## src/rtl/seq_det_prog.sv

```systemverilog
// seq_det_prog: programmable serial pattern detector.
// A pattern of 1..MAX_LEN bits, its length and an overlap mode are latched by
// a load strobe. Each enabled clock edge shifts one bit of xin into a history
// register, and a match produces a one-cycle registered pulse on out.
// Optional match counter: define SEQ_DET_PROG_CNT_EN to build a saturating
// match_cnt. Without it, match_cnt is tied to zero.
//
// Handshake: there is no backpressure. xin is consumed on every rising edge
// where en=1 and load=0. out is valid for the single cycle that follows the
// edge that consumed the final pattern bit.
module seq_det_prog #(
    parameter int MAX_LEN = 8,
    parameter int LEN_W   = 4,
    parameter int CNT_W   = 8
) (
    input  logic               clk,
    input  logic               rst,
    input  logic               en,
    input  logic               xin,
    input  logic               load,
    input  logic [MAX_LEN-1:0] pat,
    input  logic [LEN_W-1:0]   len,
    input  logic               ovl,
    output logic               out,
    output logic [CNT_W-1:0]   match_cnt
);

    // Latched configuration. A length of zero means detection is disabled.
    logic [MAX_LEN-1:0] pat_q, pat_d;
    logic [LEN_W-1:0]   len_q, len_d;
    logic               ovl_q, ovl_d;

    // Received-bit history (newest bit in bit 0) and count of valid bits in it.
    logic [MAX_LEN-1:0] hist_q, hist_d;
    logic [LEN_W-1:0]   vcnt_q, vcnt_d;

    // Registered match pulse.
    logic               out_q, out_d;

    // Combinational helpers for the current edge.
    logic               len_ok;
    logic [MAX_LEN-1:0] hist_shift;
    logic [LEN_W-1:0]   vcnt_inc;
    logic [MAX_LEN-1:0] len_mask;
    logic               match;

    // Compare the history as it will be after this edge against the pattern.
    always_comb begin
        len_ok     = (len_q != '0) && (len_q <= LEN_W'(MAX_LEN));
        hist_shift = {hist_q[MAX_LEN-2:0], xin};
        vcnt_inc   = (vcnt_q == LEN_W'(MAX_LEN)) ? vcnt_q : vcnt_q + 1'b1;
        len_mask   = '0;
        for (int i = 0; i < MAX_LEN; i++) begin
            len_mask[i] = (i < int'(len_q));
        end
        match = en && !load && len_ok && (vcnt_inc >= len_q) &&
                ((hist_shift & len_mask) == (pat_q & len_mask));
    end

    // Next-state for configuration, history, valid count and out pulse.
    always_comb begin
        pat_d  = pat_q;
        len_d  = len_q;
        ovl_d  = ovl_q;
        hist_d = hist_q;
        vcnt_d = vcnt_q;
        out_d  = 1'b0;
        if (load) begin
            // Loading restarts detection from scratch; this edge's xin is dropped.
            pat_d  = pat;
            len_d  = len;
            ovl_d  = ovl;
            hist_d = '0;
            vcnt_d = '0;
        end else if (en) begin
            hist_d = hist_shift;
            // Non-overlapping mode forgets the matched bits so the next match
            // needs a full set of fresh bits.
            vcnt_d = (match && !ovl_q) ? '0 : vcnt_inc;
            out_d  = match;
        end
    end

    // State registers with asynchronous reset to the disabled configuration.
    always_ff @(posedge clk or posedge rst) begin
        if (rst) begin
            pat_q  <= '0;
            len_q  <= '0;
            ovl_q  <= 1'b0;
            hist_q <= '0;
            vcnt_q <= '0;
            out_q  <= 1'b0;
        end else begin
            pat_q  <= pat_d;
            len_q  <= len_d;
            ovl_q  <= ovl_d;
            hist_q <= hist_d;
            vcnt_q <= vcnt_d;
            out_q  <= out_d;
        end
    end

    assign out = out_q;

`ifdef SEQ_DET_PROG_CNT_EN
    logic [CNT_W-1:0] cnt_q, cnt_d;

    // Saturating count of match pulses, cleared by load.
    always_comb begin
        cnt_d = cnt_q;
        if (load) begin
            cnt_d = '0;
        end else if (match && (cnt_q != '1)) begin
            cnt_d = cnt_q + 1'b1;
        end
    end

    // Counter register.
    always_ff @(posedge clk or posedge rst) begin
        if (rst) begin
            cnt_q <= '0;
        end else begin
            cnt_q <= cnt_d;
        end
    end

    assign match_cnt = cnt_q;
`else
    assign match_cnt = '0;
`endif

endmodule
```

## config.mk

```make
export PLATFORM = sky130hd
export DESIGN_NAME = seq_det_prog
export DESIGN_NICKNAME = d
export VERILOG_FILES = /design/src/rtl/seq_det_prog.sv
export SDC_FILE = /design/constraint.sdc
export NUM_CORES = 1
export LEC_CHECK = 0
export BUFFER_PORTS_ARGS = -buffer_cell sky130_fd_sc_hd__buf_2
export CORE_MARGIN = 3
export CORE_UTILIZATION = 60
export CTS_BUF_LIST = sky130_fd_sc_hd__clkbuf_8
export CTS_CLUSTER_DIAMETER = 60
export DETAILED_ROUTE_END_ITERATION = 10
export GPL_TIMING_DRIVEN = 0
export HOLD_SLACK_MARGIN = 0.15
export PLACE_DENSITY_LB_ADDON = 0.12
export SLEW_MARGIN = 20
export SYNTH_ARGS = -nofsm -noshare
export SYNTH_HDL_FRONTEND = slang
export SYNTH_SLANG_ARGS = --single-unit
```

## constraint.sdc

```tcl
create_clock -name clk -period 4.4 [get_ports clk]
set_clock_uncertainty 0.05 [all_clocks]
set_input_delay 0.22 -clock clk [delete_from_list [all_inputs] [get_ports clk]]
set_output_delay 0.22 -clock clk [all_outputs]
set_load 0.1 [all_outputs]
```

# Word level (Yosys, flattened, before mapping)

Index checks and enable logic that the tools add are counted.

Add/sub/neg operators: 1
Magnitude comparators: 10
Eq/ne operators: 2
Multiplexer cells: 8
Bitwise logic cells: 2
Reductions and logical operators: 10

Operators by type and width:

| cell                | count |
|---|---|
| $and 8x8->8         | 2 |
| $lt 3x4->1 const A  | 4 |
| $mux 4              | 4 |
| $mux 7              | 2 |
| $eq 8x8->1          | 1 |
| $lt 1x4->1 const A  | 2 |
| $lt 2x4->1 const A  | 2 |
| $logic_and 1x1->1   | 6 |
| $add 4x1->4 const B | 1 |
| $eq 4x4->1 const B  | 1 |
| $ge 4x4->1          | 1 |
| $le 4x4->1 const B  | 1 |
| $reduce_bool 4->1   | 1 |
| $logic_not 1->1     | 2 |
| $mux 1              | 2 |
| $reduce_bool 2->1   | 1 |

Register bits after elaboration: 25
Bits of input ports: 18
Output and inout port bits: 9

# Longest topological paths before layout

Depth in word-level cells: 9
Mapped depth: 11
Depth with buffers taken out: 11

# Worst setup path after synthesis

Ideal clock, no wire load.

Kind: reg-to-reg
Start: register vcnt_q[0]
End: register vcnt_q[0]
Data arrival time: 2.195 ns
Slack: 2.015 ns
Cell stages (with the launch flop): 12
Path buffers: 0
Period minus slack after synthesis: 2.385 ns
Cell sequence: dfrtp_1 -> inv_1 -> ha_1 -> nand2_1 -> nor2_1 -> xnor2_1 -> ha_1 -> nand2b_1 -> a2111oi_0 -> or4_1 -> a211oi_2 -> o32ai_1

Cells in the longest elaborated chain, start to end: 9
Elaborated cells between the ends (all ways): 10
Those cells by class: 1 x add/sub; 1 x order compare; 1 x eq/ne; 4 x mux; 3 x reduce/logical

RTL lines:

| what                                      | line | RTL |
|---|---|---|
| start: declaration                        | 35   | `logic [LEN_W-1:0] vcnt_q, vcnt_d;` |
| start signal: assignment                  | 98   | `vcnt_q <= vcnt_d;` |
| $add 4x1->4 or $eq 4x4->1 (tied branches) | 51   | `vcnt_inc = (vcnt_q == LEN_W'(MAX_LEN)) ? vcnt_q : vcnt_q + 1'b1;` |
| $mux 4 *                                  | 51   |  |
| $ge 4x4->1                                | 56   | `match = en && !load && len_ok && (vcnt_inc >= len_q) &&` |
| $logic_and 1x1->1 (2 in a row)            | 56   |  |
| $logic_and 1x1->1                         | 79   | `vcnt_d = (match && !ovl_q) ? '0 : vcnt_inc;` |
| $mux 4 *                                  | 79   |  |
| $mux 4 *                                  | 75   | `end else if (en) begin` |
| $mux 4 *                                  | 68   | `if (load) begin` |

Every way passes the cells marked *; elsewhere a longest branch is shown, timed or not. The select of a mux whose other input is x is not followed.
A chain may end at the register's enable or synchronous reset.

# Worst setup path after layout

Start: register vcnt_q[0]
End: register vcnt_q[3]

Same word-level chain as after synthesis.

==> results.sh <==
export IMPL_outcome="finished, final reports clean"
export IMPL_insertedDiodeCount=0
export IMPL_io_buffer_count=18
export IMPL_hold_depth=2
export IMPL_crit_type="reg2reg"
export IMPL_fin_nets=198
export IMPL_layout_drive_gt1_share=0.243
export IMPL_critPathMaxFanout=5
export IMPL_ios=27
export IMPL_holdWs_ns=0.155
export IMPL_num_vias=1078
export IMPL_netlist_area_um2=1380
export IMPL_rows=16
export IMPL_final_cell_mix="25 x dfrtp_1, 18 x buf_2, 13 x dlygate4sd3_1, 10 x mux2_2"
export IMPL_die_area_um2=2920
export IMPL_gp_congestion=0.848
export IMPL_syn2layout_area_growth_pct=23.6
export IMPL_drt_iter0_drc=14
export IMPL_p_int_uw=367
export IMPL_ys_async_sr_fraction=1.00
export IMPL_r2r_start="vcnt_q[0]"
export IMPL_wl_mm=2.91
export IMPL_path_common_cell="ha_1"
export IMPL_irDropWorstVdd_uv=276
export IMPL_fin_crit_sh=0.632
export IMPL_grt_ovfl_total=0
export IMPL_p_sw_uw=170
export IMPL_min_from="pat[0]"
export IMPL_firstDrtPassIters=5
export IMPL_htree_num_levels=1
export IMPL_start_util=0.671
export IMPL_grt_max_degree=26
export IMPL_final_common_cell="dfrtp_1"
export IMPL_dieHeight_um=54.0
export IMPL_yosys_warnings=0
export IMPL_ant_nets=0
export IMPL_p_sw_frac=0.317
export IMPL_fmax_ghz=0.359
export IMPL_r2r_end="vcnt_q[3]"
export IMPL_synth_area_per_cell_um2=10.6
export IMPL_clk_pin_slew_worst_paths_ns=0.09
export IMPL_critPathArrivalTime_ns=2.90
export IMPL_grt_pass1_vias=1048
export IMPL_power_density_nw_per_um2=315
export IMPL_n_fill_cell=127
export IMPL_setup_violations_final=0
export IMPL_core_area_um2=2060
export IMPL_synth_edf_count=0
export IMPL_worst_ep_required_time_ns=4.52
export IMPL_crit_start="vcnt_q[0]"
export IMPL_antenna_found_initial=0
export IMPL_drt_vias_per_instance=5.39
export IMPL_grt_pass1_wl_mm=4.61
export IMPL_worstMarginPinSlew_ns=0.931
export IMPL_endpoint_kind="flop"
export IMPL_rsz0062_at_grt="no"
export IMPL_wire_per_inst_um=14.6
export IMPL_clk_path_buf_depth=2
export IMPL_whs_endpoint="pat_q[0]"
export IMPL_drc=0
export IMPL_root_buffer="clkbuf_8"
export IMPL_cts_tree="built"
export IMPL_p_leak_uw=0.000823
export IMPL_synth_seq_cells=25
export IMPL_final_setup_tns_ns=0
export IMPL_power_frac_comb=0.256
export IMPL_path_cells="inv_1, ha_1, nand2_1, nor2_1, xnor2_1, ha_1, nand2b_1, a2111oi_0, or4_1, a211oi_2, o32ai_1"
export IMPL_r2r_slack_ns=1.62
export IMPL_cpPeakStageDelay_ns=0.52
export IMPL_fp_dieW_um=54.0
export IMPL_netlist_instances=131
export IMPL_cts_buffers=3
export IMPL_r2r_cells=11
export IMPL_worstPathBufferInverterCount=1
export IMPL_yosysUniqueCellTypes=34
export IMPL_cts_resized=0
export IMPL_start_kind="flop"
export IMPL_critPathSlowestCell="a2111oi_0"
export IMPL_pwr_share_clk=0.254
export IMPL_worst_path_dominant_cell_family="compound AO/OA/AOI/OAI gates"
export IMPL_slew_limit_headroom=0.379
export IMPL_grt_usage=0.226
export IMPL_cts_sinks=25
export IMPL_max_cap_violations=0
export IMPL_clk_latency_ns=0.27
export IMPL_period_minus_slack_ns=2.78
export IMPL_hold_violations=0
export IMPL_hp_class="in2reg"
export IMPL_ys_seq_area_frac=0.452
export IMPL_seq_power_share=0.491
export IMPL_ys_flop_type="dfrtp_1"
export IMPL_place_detailed_hpwl_mm=2.00
export IMPL_final_max_slew_violation_count=0
## kinds of logic (layout without fill, tap and decap cells)
family / after synthesis / after routing / synth area share
xor+xnor: 10 / 10 / 0.0634
buf+inv: 20 / 55 / 0.0760
flops: 25 / 25 / 0.452
fa+ha+maj: 6 / 6 / 0.0543
mux: 18 / 18 / 0.139
compound gates: 22 / 22 / 0.110
other cells: 1 / 8 / 0.00271
simple gates: 29 / 29 / 0.101
## cell usage after synthesis, types with 3 or more instances
library cell | count | area share
dfrtp_1 | 25 | 0.45
mux2_2 | 10 | 0.081
nand2_1 | 9 | 0.024
nor2_1 | 9 | 0.024
buf_4 | 8 | 0.043
inv_1 | 8 | 0.022
mux2i_1 | 8 | 0.058
xnor2_1 | 7 | 0.044
ha_1 | 6 | 0.054
a21oi_1 | 5 | 0.018
buf_1 | 3 | 0.0081
o21ai_0 | 3 | 0.011
o22ai_1 | 3 | 0.014
xor2_1 | 3 | 0.019
## metrics by stage
stage | setup WS [ns] | utilization | area, um^2 | power [uW] | cells
2_1_floorplan | 2.01 | - | 1410 | 366 | 138
3_3_place_gp | 1.82 | 0.743 | 1530 | 387 | 183
3_5_place_dp | 1.69 | 0.743 | 1530 | 394 | 183
4_1_cts | 1.67 | 0.829 | 1710 | 538 | 200
5_1_grt | 1.45 | 0.829 | 1710 | 562 | 200
6_report | 1.62 | 0.829 | 1710 | 538 | 200
## timing repair
item	in CTS	in global routing
buffers inserted	0	0
hold endpoints to repair	37	0
hold buffers	13	0
## registers in the layout (all words and copies together), names as in the netlist
signal	flops
ovl_q	1
hist_q	7
vcnt_q	4
len_q	4
out	1
pat_q	8
## power by group through the flow
stage / logic (uW) / registers, uW / clock network, uW
after detailed placement: 126 / 268 / 0
after floorplan: 102 / 263 / 0
final: 137 / 264 / 137
after CTS: 136 / 263 / 139
after global routing: 149 / 266 / 146
after global placement: 121 / 266 / 0
## cell type report
class	instances	area (um^2)	share of cell area
clock inverters	1	5.00	0.00293
multi-input cells	93	678	0.397
plain buffers	12	75.1	0.0439
clock buffers	3	41.3	0.0242
inverters	8	30.0	0.0176
repair buffers	31	220	0.129
flip-flops and latches	25	626	0.366
well taps	27	33.8	0.0198
## per-layer routing
layer	vias to the layer above	wire (um)	GRT usage	share of wire
li1	527	-	-	-
met1	515	1180	0.247	0.41
met2	29	1550	0.421	0.53
met3	7	128	0.0499	0.044
met4	0	54	0.0830	0.019
met5	-	0	0	0
## worst max-delay path by stage
stage	end	depth (start not counted)
after global placement	vcnt_q[0]	11
after floorplan	vcnt_q[0]	11
after detailed placement	vcnt_q[3]	11
final	vcnt_q[3]	11
after CTS	vcnt_q[3]	11
after global routing	vcnt_q[3]	11
Power figures use the tool's default switching activity.
